File: config.mk
export PLATFORM = sky130hd
export DESIGN_NAME = pps_measure
export DESIGN_NICKNAME = d
export VERILOG_FILES = /design/src/rtl/pps_pkg.sv /design/src/rtl/pps_sync.sv /design/src/rtl/pps_measure.sv
export SDC_FILE = /design/constraint.sdc
export NUM_CORES = 1
export LEC_CHECK = 0
export BUFFER_PORTS_ARGS = -buffer_cell sky130_fd_sc_hd__buf_2
export CORE_UTILIZATION = 63
export CTS_CLUSTER_DIAMETER = 30
export DETAILED_ROUTE_END_ITERATION = 10
export PLACE_DENSITY_LB_ADDON = 0.12
export SLEW_MARGIN = 20
export SYNTH_ARGS = -nofsm -noshare
export SYNTH_HDL_FRONTEND = slang
export SYNTH_SLANG_ARGS = --single-unit
File: constraint.sdc
create_clock -name i_clk -period 8.95 [get_ports i_clk]
set_clock_uncertainty 0.05 [all_clocks]
set_input_delay 2.2375 -clock i_clk [delete_from_list [all_inputs] [get_ports i_clk]]
set_output_delay 2.2375 -clock i_clk [all_outputs]
set_load 0.05 [all_outputs]
File: src/rtl/pps_pkg.sv
// Shared constants for the PPS receiver: state encodings, count width and default clock rate.
package pps_pkg;

   localparam int COUNT_W = 32;
   localparam int DEFAULT_CLOCK_RATE_HZ = 50_000_000;

   localparam logic [1:0] ST_HUNT    = 2'd0;
   localparam logic [1:0] ST_MEASURE = 2'd1;
   localparam logic [1:0] ST_LOCKED  = 2'd2;

endpackage

File: src/rtl/pps_sync.sv
// Multi-flop synchroniser for an asynchronous PPS line plus a registered rising-edge pulse.
module pps_sync #(
   parameter int STAGES = 2
) (
   input  logic clk,
   input  logic rst,
   input  logic din,
   output logic rise
);

   logic [STAGES-1:0] sync;
   logic              last;

   always_ff @(posedge clk or posedge rst) begin
      if (rst) begin
         sync <= '0;
         last <= 1'b0;
         rise <= 1'b0;
      end else begin
         sync <= {sync[STAGES-2:0], din};
         last <= sync[STAGES-1];
         rise <= sync[STAGES-1] & ~last;
      end
   end

endmodule

File: src/rtl/pps_measure.sv
// PPS receiver: measures the period between synchronised rising edges and tracks lock/loss.
// Handshake: o_count is valid only in the cycle o_count_stb is high; there is no back-pressure.
module pps_measure
   import pps_pkg::*;
#(
   parameter int CLOCK_RATE_HZ = DEFAULT_CLOCK_RATE_HZ,
   parameter int TOLERANCE     = CLOCK_RATE_HZ / 1000,
   parameter int LOCK_COUNT    = 2,
   parameter int TIMEOUT       = CLOCK_RATE_HZ * 3 / 2,
   parameter int SYNC_STAGES   = 2
) (
   input  logic               i_clk,
   input  logic               i_reset,
   input  logic               i_pps,
   output logic               o_tick,
   output logic [COUNT_W-1:0] o_count,
   output logic               o_count_stb,
   output logic               o_err,
   output logic               o_missing,
   output logic               o_locked,
   output logic [1:0]         dbg_state
);

   localparam int GCNT_W = $clog2(LOCK_COUNT + 1);
   localparam logic [COUNT_W:0] HI_BOUND = (COUNT_W+1)'(CLOCK_RATE_HZ) + (COUNT_W+1)'(TOLERANCE);
   localparam logic [COUNT_W:0] LO_BOUND = (CLOCK_RATE_HZ > TOLERANCE) ?
                                           (COUNT_W+1)'(CLOCK_RATE_HZ - TOLERANCE) : '0;

   logic               edge_pulse;
   logic [1:0]         state, state_next;
   logic [COUNT_W-1:0] counter, counter_next;
   logic [GCNT_W-1:0]  good_cnt, good_cnt_next;
   logic [COUNT_W:0]   period;
   logic               good, timeout_hit;
   logic               stb_next, err_next, miss_next;

   pps_sync #(.STAGES(SYNC_STAGES)) u_sync (
      .clk  (i_clk),
      .rst  (i_reset),
      .din  (i_pps),
      .rise (edge_pulse)
   );

   assign period      = {1'b0, counter} + 1'b1;
   assign good        = (period >= LO_BOUND) && (period <= HI_BOUND);
   assign timeout_hit = (counter == COUNT_W'(TIMEOUT - 1));
   assign dbg_state   = state;

   always_comb begin
      state_next    = state;
      good_cnt_next = good_cnt;
      counter_next  = counter + 1'b1;
      stb_next      = 1'b0;
      err_next      = 1'b0;
      miss_next     = 1'b0;
      case (state)
         ST_HUNT: begin
            counter_next = '0;
            if (edge_pulse) state_next = ST_MEASURE;
         end
         ST_MEASURE, ST_LOCKED: begin
            // An edge on the timeout cycle takes priority and is judged as a normal period.
            if (edge_pulse) begin
               counter_next = '0;
               stb_next     = 1'b1;
               if (good) begin
                  if (32'(good_cnt) + 32'd1 >= 32'(LOCK_COUNT)) begin
                     good_cnt_next = GCNT_W'(LOCK_COUNT);
                     state_next    = ST_LOCKED;
                  end else begin
                     good_cnt_next = good_cnt + 1'b1;
                  end
               end else begin
                  err_next      = 1'b1;
                  good_cnt_next = '0;
                  state_next    = ST_MEASURE;
               end
            end else if (timeout_hit) begin
               miss_next     = 1'b1;
               good_cnt_next = '0;
               counter_next  = '0;
               state_next    = ST_HUNT;
            end
         end
         default: begin
            counter_next = '0;
            state_next   = ST_HUNT;
         end
      endcase
   end

   always_ff @(posedge i_clk or posedge i_reset) begin
      if (i_reset) begin
         state       <= ST_HUNT;
         counter     <= '0;
         good_cnt    <= '0;
         o_tick      <= 1'b0;
         o_count     <= '0;
         o_count_stb <= 1'b0;
         o_err       <= 1'b0;
         o_missing   <= 1'b0;
         o_locked    <= 1'b0;
      end else begin
         state       <= state_next;
         counter     <= counter_next;
         good_cnt    <= good_cnt_next;
         o_tick      <= edge_pulse;
         o_count_stb <= stb_next;
         o_err       <= err_next;
         o_missing   <= miss_next;
         o_locked    <= (state_next == ST_LOCKED);
         if (stb_next) o_count <= period[COUNT_W-1:0];
      end
   end

   a_counter_range: assert property (@(posedge i_clk) disable iff (i_reset)
      counter < COUNT_W'(TIMEOUT));
   a_good_cnt_range: assert property (@(posedge i_clk) disable iff (i_reset)
      32'(good_cnt) <= 32'(LOCK_COUNT));
   a_locked_state: assert property (@(posedge i_clk) disable iff (i_reset)
      o_locked == (state == ST_LOCKED));

endmodule

## Yosys cells after proc, flatten, opt, wreduce, memory -nomap -nowiden

Index checks and enable logic that the tools add are counted.

| storage, ports and cells | value |
|---|---|
| register bits after elaboration | 77 |
| logic and storage cells | 51 |

| cells by class | value |
|---|---|
| add/sub/neg operators | 4 |
| magnitude comparators | 3 |
| equal/unequal tests | 4 |
| mux-type cells | 21 |
| bitwise gates (word level) | 2 |
| reductions and logical operators | 5 |

Operator list:

| kind | count |
|---|---|
| 2-to-1 mux 32 bit | 3 |
| adder 32 x 1 -> 33 bit, second input constant | 1 |
| >= comparator 33 x 26 -> 1 bit, second input constant | 1 |
| <= comparator 33 x 26 -> 1 bit, second input constant | 1 |
| adder 32 x 1 -> 32 bit, second input constant | 1 |
| equality test 32 x 27 -> 1 bit, second input constant | 1 |
| 2-to-1 mux 2 bit | 9 |
| 2-to-1 mux 1 bit | 8 |
| equality test 2 bit, second input constant | 2 |
| case mux 2 bit (2 select lines) | 1 |
| adder 2 x 1 -> 3 bit, second input constant | 1 |
| >= comparator 3 x 2 -> 1 bit, second input constant | 1 |
| adder 2 x 1 -> 2 bit, second input constant | 1 |
| equality test 2 x 1 -> 1 bit, second input constant | 1 |
| logical NOT 2 bit | 1 |
| AND reduction 2 bit | 1 |
| nonzero test 2 bit | 1 |
| OR reduction 2 bit | 1 |
| bitwise AND 1 bit | 1 |
| logical AND 1 bit | 1 |
| inverter 1 bit | 1 |

## Depth between registers and ports, before layout

Gate-level depths: netlist (run 1).

| depth | value |
|---|---|
| word-level depth | 7 |
| gate-level depth with buffers | 13 |
| mapped depth without buffers | 11 |

## Hierarchy

From an unflattened synthesis (run 1), not the netlist that was laid out.

| second synthesis, totals | value |
|---|---|
| cell total of the unflattened synthesis | 430 |
| area total of the unflattened synthesis | 3993.8 µm² |

By module, submodules not included:

| module | instances | cells an instance | area an instance (µm²) |
|---|---|---|---|
| pps_measure | 1 | 424 | 3876.2 |
| pps_sync | 1 | 6 | 117.6 |

## Worst setup path after synthesis (run 1)

Ideal clock, no wire load.

| timing path | value |
|---|---|
| path kind | register -> register |
| start | register counter[20] |
| end | register o_locked |
| data arrival time | 2.894 ns |
| required time | 8.834 ns |
| setup slack | 5.940 ns |
| stages on the path, launching flop included | 12 |
| path buffers | 1 |
| path through | dfrtp_1 > clkbuf_1 > nand3_1 > or4b_2 > nor3_1 > xnor2_1 > nand3b_1 > nor4b_2 > o41ai_2 > or3_1 > o21bai_1 > a31o_1 |

| between the ends | value |
|---|---|
| word-level cells in the longest chain between the ends | 7 |
| elaborated cells on any way between the ends | 10 |
| those cells by class | add/sub: 1; order compare: 2; eq/ne: 2; mux: 4; reduce/logical: 1 |

RTL lines:

| element | line | source |
|---|---|---|
| start: declaration | pps_measure.sv:31 | `logic [COUNT_W-1:0] counter, counter_next;` |
| start signal: assignment | pps_measure.sv:105 | `counter <= counter_next;` |
| adder 32 x 1 -> 33 bit | pps_measure.sv:44 | `assign period = {1'b0, counter} + 1'b1;` |
| >= comparator 33 x 26 -> 1 bit or <= comparator 33 x 26 -> 1 bit (tied branches) | pps_measure.sv:45 | `assign good = (period >= LO_BOUND) && (period <= HI_BOUND);` |
| logical AND 1 bit | pps_measure.sv:45 |  |
| 2-to-1 mux 2 bit | pps_measure.sv:66 | `if (good) begin` |
| 2-to-1 mux 2 bit * | pps_measure.sv:63 | `if (edge_pulse) begin` |
| case mux 2 bit (2 select lines) * | pps_measure.sv:56 | `case (state)` |
| equality test 2 bit * | pps_measure.sv:111 | `o_locked <= (state_next == ST_LOCKED);` |
| end signal: assignment | pps_measure.sv:111 |  |
| end: declaration | pps_measure.sv:20 | `output logic o_locked,` |

Every way passes the cells marked *; elsewhere a longest branch is shown, timed or not.
A chain may end at the register's enable or synchronous reset.

## Worst setup path after layout (run 1)

| timing path | value |
|---|---|
| start | register counter[0] |
| end | register o_locked |

Same word-level chain as after synthesis.

==> results.py, run 1 <==
metrics = {
    "routing": {
        "viasPerCell": 6.002,
        "wl_per_cell_um": 16.29,
        "num_vias": 3235,
        "wirelength_mm": 8.780,
        "dr.pass1.iters": 5,
        "drt-initial-drc-count": 310,
        "final_antenna_net_count": 0,
        "drc": 0,
    },
    "grt": {
        "met3_usage_pct": 5.444,
        "grt_pass1_vias": 3040,
        "use_met2_pct": 44.55,
        "grt_max_degree": 78,
        "antenna_found_initial": 0,
        "met1_usage_pct": 41.06,
        "grt_usage_pct": 29.20,
        "grt_overflow": 0,
        "grt_busiest_layer": "met2",
        "grt_pass1_wl_mm": 14.63,
    },
    "yosys": {
        "synth.distinct_cells": 53,
        "netlist_instances": 434,
        "synth_seq_cells": 77,
        "ys.flop_type": "dfrtp_1",
        "postSynth.asyncResetShare_pct": 100.0,
        "syn-cell-area_um2": 4013,
        "synth-edff-count": 0,
        "ys_warn_count": 0,
        "syn_area_per_cell_um2": 9.246,
        "syn_nets": 441,
        "ys_seq_area_share_pct": 48.02,
    },
    "die": {
        "ios": 42,
        "die_y_um": 81.81,
        "initial_core_util_pct": 66.59,
        "die_area_um2": 6692,
        "fp.dieW_um": 81.81,
        "rows": 28,
        "fp.coreArea_um2": 6026,
    },
    "clock_network": {
        "clock_latency_ns": 0.36,
        "cts.sinks": 77,
        "path_clk_slew_ns": 0.08,
        "cts-root-buf": "clkbuf_8",
        "post_cts_buffers": 0,
        "cts_resized": 0,
        "cts_tree": "done",
        "cts_made_buffers": 9,
        "cts_buffer_depth": 2,
        "cts-hold-fix-buffers": 0,
        "h-tree-depth": 3,
    },
    "sta": {
        "min_period_over_period_pct": 41.71,
        "relSlewSlack_pct": 38.75,
        "drv_slew": 0,
        "setup_viol": 0,
        "finalCriticalPeriod_ns": 3.733,
        "rsz0062_at_grt": "false",
        "fin_setup_tns_ns": 0,
        "hold_viol": 0,
        "tightestPinTransition_ns": 0.9188,
        "holdWs_ns": 0.3241,
        "fmax_mhz": 267.9,
    },
    "placement": {
        "place_hpwl_mm": 6.084,
        "globalplace.congestion": 0.9664,
        "port_buffers": 41,
    },
    "pwr": {
        "vdd_ir_drop_max_uv": 175.1,
        "p_leak_nw": 1.997,
        "power_density_nw_per_um2": 181.6,
    },
    "hold_path": {
        "hold_class": "flop to flop",
        "min_from": "u_sync.sync[0]",
    },
    "finish": {
        "post-route-util_pct": 73.63,
        "diodes": 0,
        "nNetsFinal": 466,
        "final_common_cell": "dfrtp_1",
        "synthToLayoutAreaGrowth_pct": 10.57,
        "final_cell_mix": "dfrtp_1 (77), nand2_1 (56), nor2_1 (54)",
        "drive_gt1_share_pct": 16.16,
    },
    "outcome": {
        "status": "finished clean",
    },
    "critical_path": {
        "crit_type": "flop to flop",
        "reg2reg_from": "counter[0]",
        "setup.worst_path.start": "counter[0]",
        "cp.arrival_ns": 3.98,
        "crit_path_end_kind": "flop",
        "cp_max_fo": 11,
        "cp_data_required_time_ns": 9.20,
        "start_kind": "flop",
    },
    "flow_run": {
        "cap_violations": 0,
    },
}
-- final timing paths --
check                                 endpoint  slack (ns)  cells after the start
worst max-delay path                  o_locked        5.22                     10
worst max register to register        o_locked        5.22                     10
worst min-delay path            u_sync.sync[1]        0.32                      0
max in group asynchronous           counter[0]        6.14                      3
worst min register to register  u_sync.sync[1]        0.32                      0
min in group asynchronous       u_sync.sync[1]        2.11                      3
-- final cells by class --
class	instances	area [um^2]
clock inverter	5	83.83
multi-input combinational	316	1926
clock buffer	11	141.4
fill	483	1589
tap	75	93.84
timing repair buffer	43	220.2
sequential	77	1927
inverter	12	45.04
-- stage by stage --
stage               area (um^2)  cells  total power [mW]  worst slack, ns
global route               4437    539            0.8385            4.932
CTS                        4432    539            0.8085            5.232
global placement           4207    523            0.5119            5.367
detailed placement         4207    523            0.5170            5.254
finish                     4437    539            0.8057            5.217
floorplan                  4013    434            0.4871            4.696
-- flip-flops by register name, summed over array words and instances, names as in the netlist --
| register | count |
|---|---|
| u_sync.last | 1 |
| dbg_state | 2 |
| counter | 32 |
| o_count | 32 |
| o_locked | 1 |
| u_sync.sync | 2 |
| o_count_stb | 1 |
| o_missing | 1 |
| o_err | 1 |
| good_cnt | 2 |
| u_sync.rise | 1 |
| o_tick | 1 |
-- synthesized netlist by cell type (all sizes together) (2+ instances only) --
master,number,area [um^2]
dfrtp,77,1927
o211ai,2,15.01
a2111oi,2,17.52
mux2i,2,20.02
and3,8,50.05
ha,4,50.05
nand3b,2,15.01
nor4b,4,47.55
or3,3,18.77
nand4,15,123.9
or4,3,22.52
o21ai,41,205.2
a21oi,8,40.04
a21o,2,15.01
a22o,2,17.52
xor2,13,113.9
o31a,2,17.52
and2,4,25.02
nor4,11,113.9
inv,12,45.04
o41ai,6,67.56
nand2b,4,25.02
xnor2,19,166.4
nand2,58,220.2
nand3,15,80.08
clkbuf,19,72.56
buf,10,50.05
nor3,12,65.06
nor2b,2,12.51
nor3b,4,30.03
nor2,54,202.7
-- where the power goes --
group	leakage (nW)	internal, mW	switching, mW
Clock	0.106	0.165	0.131
Sequential	1.06	0.361	0.0207
Combinational	0.832	0.0287	0.0983
-- critical path: stages (launching register included) --
cell and delay (ns):
dfrtp_1 0.56, ha_1 0.41, nand3_1 0.26, or4_1 0.59
nor3_1 0.27, xnor2_1 0.20, nand3b_1 0.13, nor4b_2 0.29
o41ai_2 0.17, o41ai_1 0.52, a31o_1 0.22
-- kinds of logic after synthesis --
family                     count (synthesis)  synth area share (%)
adders and majority gates                  4                 1.247
buffers and inverters                     41                 4.178
and+or+nand+nor                          204                 27.38
xor gates and xnor gates                  32                 6.985
AOI/OAI and AO/OA                         73                 11.41
DFF                                       77                 48.02
muxes                                      3                0.7795
-- routing by layer --
| layer | up-vias | share of wire (%) |
|---|---|---|
| met4 | 0 | 1.5 |
| met2 | 101 | 46 |
| met3 | 15 | 5.2 |
| li1 | 1554 | - |
| met5 | - | 0 |
| met1 | 1565 | 48 |
No activity file was read; power rests on OpenSTA's default activity.
==> run 2: changes to the inputs <==
--- a/config.mk
+++ b/config.mk
@@ -5,8 +5,9 @@
 export SDC_FILE = /design/constraint.sdc
 export NUM_CORES = 1
 export LEC_CHECK = 0
+export ABC_AREA = 1
 export BUFFER_PORTS_ARGS = -buffer_cell sky130_fd_sc_hd__buf_2
-export CORE_UTILIZATION = 63
+export CORE_UTILIZATION = 59
 export CTS_CLUSTER_DIAMETER = 30
 export DETAILED_ROUTE_END_ITERATION = 10
 export PLACE_DENSITY_LB_ADDON = 0.12
==> constraint.sdc (replaced) <==
create_clock -name i_clk -period 3.7 [get_ports i_clk]
set_clock_uncertainty 0.05 [all_clocks]
set_input_delay 0.925 -clock i_clk [delete_from_list [all_inputs] [get_ports i_clk]]
set_output_delay 0.925 -clock i_clk [all_outputs]
set_load 0.05 [all_outputs]
==> results.py, run 2 <==
metrics = {
    "yosys": {
        "synthDominantCellAreaShare_pct": 45.48,
        "yosysMostFrequentCell": "nand2_1",
        "ys_warn_count": 0,
        "ys_seq_area_share_pct": 45.48,
        "syn_area_per_cell_um2": 7.606,
        "synth-edff-count": 0,
        "synth_area_leader_cell": "dfrtp_1",
        "synth_seq_cells": 77,
        "netlist_instances": 557,
        "ys.flop_type": "dfrtp_1",
        "synth_common_cells": "nand2_1 (146), nor2_1 (80), dfrtp_1 (77)",
        "syn-cell-area_um2": 4237,
        "synth_area_leaders": "dfrtp_1 (45%), nand2_1 (13%), nor2_1 (7.1%), inv_1 (5.8%), nand3_1 (5.0%)",
        "synth.distinct_cells": 26,
        "postSynth.asyncResetShare_pct": 100.0,
        "syn_nets": 564,
    },
    "sta": {
        "tightestPinTransition_ns": 1.000,
        "rsz0062_at_grt": "false",
        "finalCriticalPeriod_ns": 2.681,
        "min_period_over_period_pct": 72.47,
        "hold_viol": 0,
        "fmax_mhz": 372.9,
        "drv_slew": 0,
        "fin_setup_tns_ns": 0,
        "fin_ws_ns": 1.019,
        "relSlewSlack_pct": 33.09,
        "setup_viol": 0,
    },
    "routing": {
        "dr.pass1.iters": 5,
        "dr_wl_met2_mm": 4.392,
        "wl_per_cell_um": 14.54,
        "drt-initial-drc-count": 323,
        "drc": 0,
        "dr_wl_met3_um": 754,
        "wirelength_mm": 10.22,
        "viasPerCell": 5.250,
        "final_antenna_net_count": 0,
        "wl_met1_mm": 4.857,
        "num_vias": 3691,
        "top_layer": "met4",
    },
    "die": {
        "die_y_um": 86.74,
        "initial_core_util_pct": 61.68,
        "ios": 42,
        "die_area_um2": 7524,
        "fp.dieW_um": 86.74,
        "fp.coreArea_um2": 6869,
        "rows": 30,
    },
    "finish": {
        "synthToLayoutAreaGrowth_pct": 11.90,
        "diodes": 0,
        "fillers": 610,
        "multi_input_area_um2": 2016,
        "final_cell_mix": "nand2_1 (145), nor2_1 (80), dfrtp_1 (77)",
        "final_common_cell": "nand2_1",
        "drive_gt1_share_pct": 19.60,
        "register_area_um2": 1927,
        "top_regs": "counter (32), o_count (32)",
        "nNetsFinal": 609,
    },
    "critical_path": {
        "cp_data_required_time_ns": 3.94,
        "cp_max_fo": 6,
        "start_kind": "flop",
        "crit_type": "flop to flop",
        "crit_path_end_kind": "flop",
        "cp.arrival_ns": 2.92,
    },
    "clock_network": {
        "cts-hold-fix-buffers": 0,
        "path_clk_slew_ns": 0.08,
        "h-tree-depth": 3,
        "cts_made_buffers": 9,
        "cts-root-buf": "clkbuf_8",
        "cts.sinks": 77,
        "cts_resized": 0,
        "post_cts_buffers": 0,
        "cts_buffer_depth": 2,
        "cts_tree": "done",
        "clock_latency_ns": 0.35,
    },
    "flow_run": {
        "cap_violations": 0,
    },
    "pwr": {
        "intPower_mw": 1.266,
        "power_density_nw_per_um2": 399.0,
        "seqPwrFrac_pct": 48.7,
        "switching_share_pct": 33.08,
        "p_clk_share_pct": 32.8,
        "p_leak_nw": 2.353,
        "share_comb_of_total_power_pct": 18.4,
        "vdd_ir_drop_max_uv": 426.0,
        "power.net_switching_mw": 0.6256,
    },
    "grt": {
        "grt_pass1_vias": 3471,
        "antenna_found_initial": 0,
        "grt_usage_pct": 30.39,
        "grt_max_degree": 68,
        "grt_overflow": 0,
        "grt_pass1_wl_mm": 17.08,
    },
    "placement": {
        "globalplace.congestion": 0.9333,
        "port_buffers": 41,
        "place_hpwl_mm": 7.910,
        "pre_cts_ws_ns": 1.067,
    },
    "hold_path": {
        "hold_class": "flop to flop",
    },
    "outcome": {
        "status": "finished clean",
    },
}
-- run 2: changes by cell type after synthesis, moves of 11 or more --
cell / before / now
nand2_2: 1 / 23
nor2_1: 54 / 80
nand3_1: 14 / 42
xnor2_1: 19 / 0
inv_1: 12 / 66
nor2_2: 0 / 11
nand2_1: 57 / 146
-- run 2: cell families (layout without fill, tap and decap cells) --
logic type | after synthesis | count (layout) | share of synthesized area [%]
simple gates | 345 | 345 | 39.01
flops | 77 | 77 | 45.48
xor+xnor | 6 | 6 | 1.772
buf+inv | 79 | 129 | 7.000
fa+ha+maj | 4 | 4 | 1.181
compound gates | 46 | 46 | 5.552
-- run 2: layout make-up --
cell class                      count  area share (%)
Tap cell                           96           2.534
Inverter                           69           5.463
Timing Repair Buffer               44           4.803
Sequential cell                    77           40.64
Multi-Input combinational cell    401           42.52
Clock buffer                       10           2.692
Clock inverter                      6           1.346
-- run 2: final timing paths --
| path | slack (ns) | cells after the start | to | from |
|---|---|---|---|---|
| min reg2reg | 0.31 | 0 | u_sync.sync[1] | u_sync.sync[0] |
| max | 1.02 | 17 | o_locked | counter[0] |
| max in group asynchronous | 2.29 | 3 | counter[25] | i_reset |
| max reg2reg | 1.02 | 17 | o_locked | counter[0] |
| min in group asynchronous | 0.54 | 2 | o_count[7] | i_reset |
| min | 0.31 | 0 | u_sync.sync[1] | u_sync.sync[0] |
-- run 2: worst max-delay path: stages, from the launching register on --
cell and delay, ns:
dfrtp_1 0.43, ha_1 0.29, nand3_1 0.18, nor2_2 0.17, nand3_1 0.16, o21bai_1 0.18, nand2_1 0.10, nor2_1 0.09
nand2_1 0.09, nor3_1 0.26, nand2_1 0.10, nand2_2 0.09, nand2_2 0.07, inv_2 0.07, nand2_2 0.05, nand3_2 0.07
nand2_1 0.05, nor2_1 0.09
-- run 2: metrics by stage --
step | total power [mW] | utilization [%] | cells | hold slack (ns) | instance area, um^2
finish | 1.892 | 69.02 | 703 | 0.3079 | 4741
global route | 1.981 | 69.02 | 703 | 0.3305 | 4741
global placement | 1.275 | 66.23 | 687 | 0.2945 | 4549
CTS | 1.902 | 69.02 | 703 | 0.3092 | 4741
floorplan | 1.194 | - | 557 | 0.2812 | 4237
detailed placement | 1.283 | 66.23 | 687 | 0.2894 | 4549
-- run 2: metal layers --
| metal | vias to the layer above | global-route usage (%) |
|---|---|---|
| li1 | 1837 | - |
| met3 | 17 | 6.000 |
| met5 | - | 0 |
| met1 | 1692 | 44.63 |
| met2 | 145 | 44.30 |
| met4 | 0 | 11.82 |
-- run 2: power by group through the flow --
stage / sequential (mW) / clock, mW / combinational (mW)
2_1_floorplan: 1.02 / 0 / 0.175
3_3_place_gp: 0.933 / 0 / 0.342
3_5_place_dp: 0.937 / 0 / 0.346
4_1_cts: 0.920 / 0.632 / 0.349
5_1_grt: 0.929 / 0.668 / 0.384
6_report: 0.921 / 0.621 / 0.349
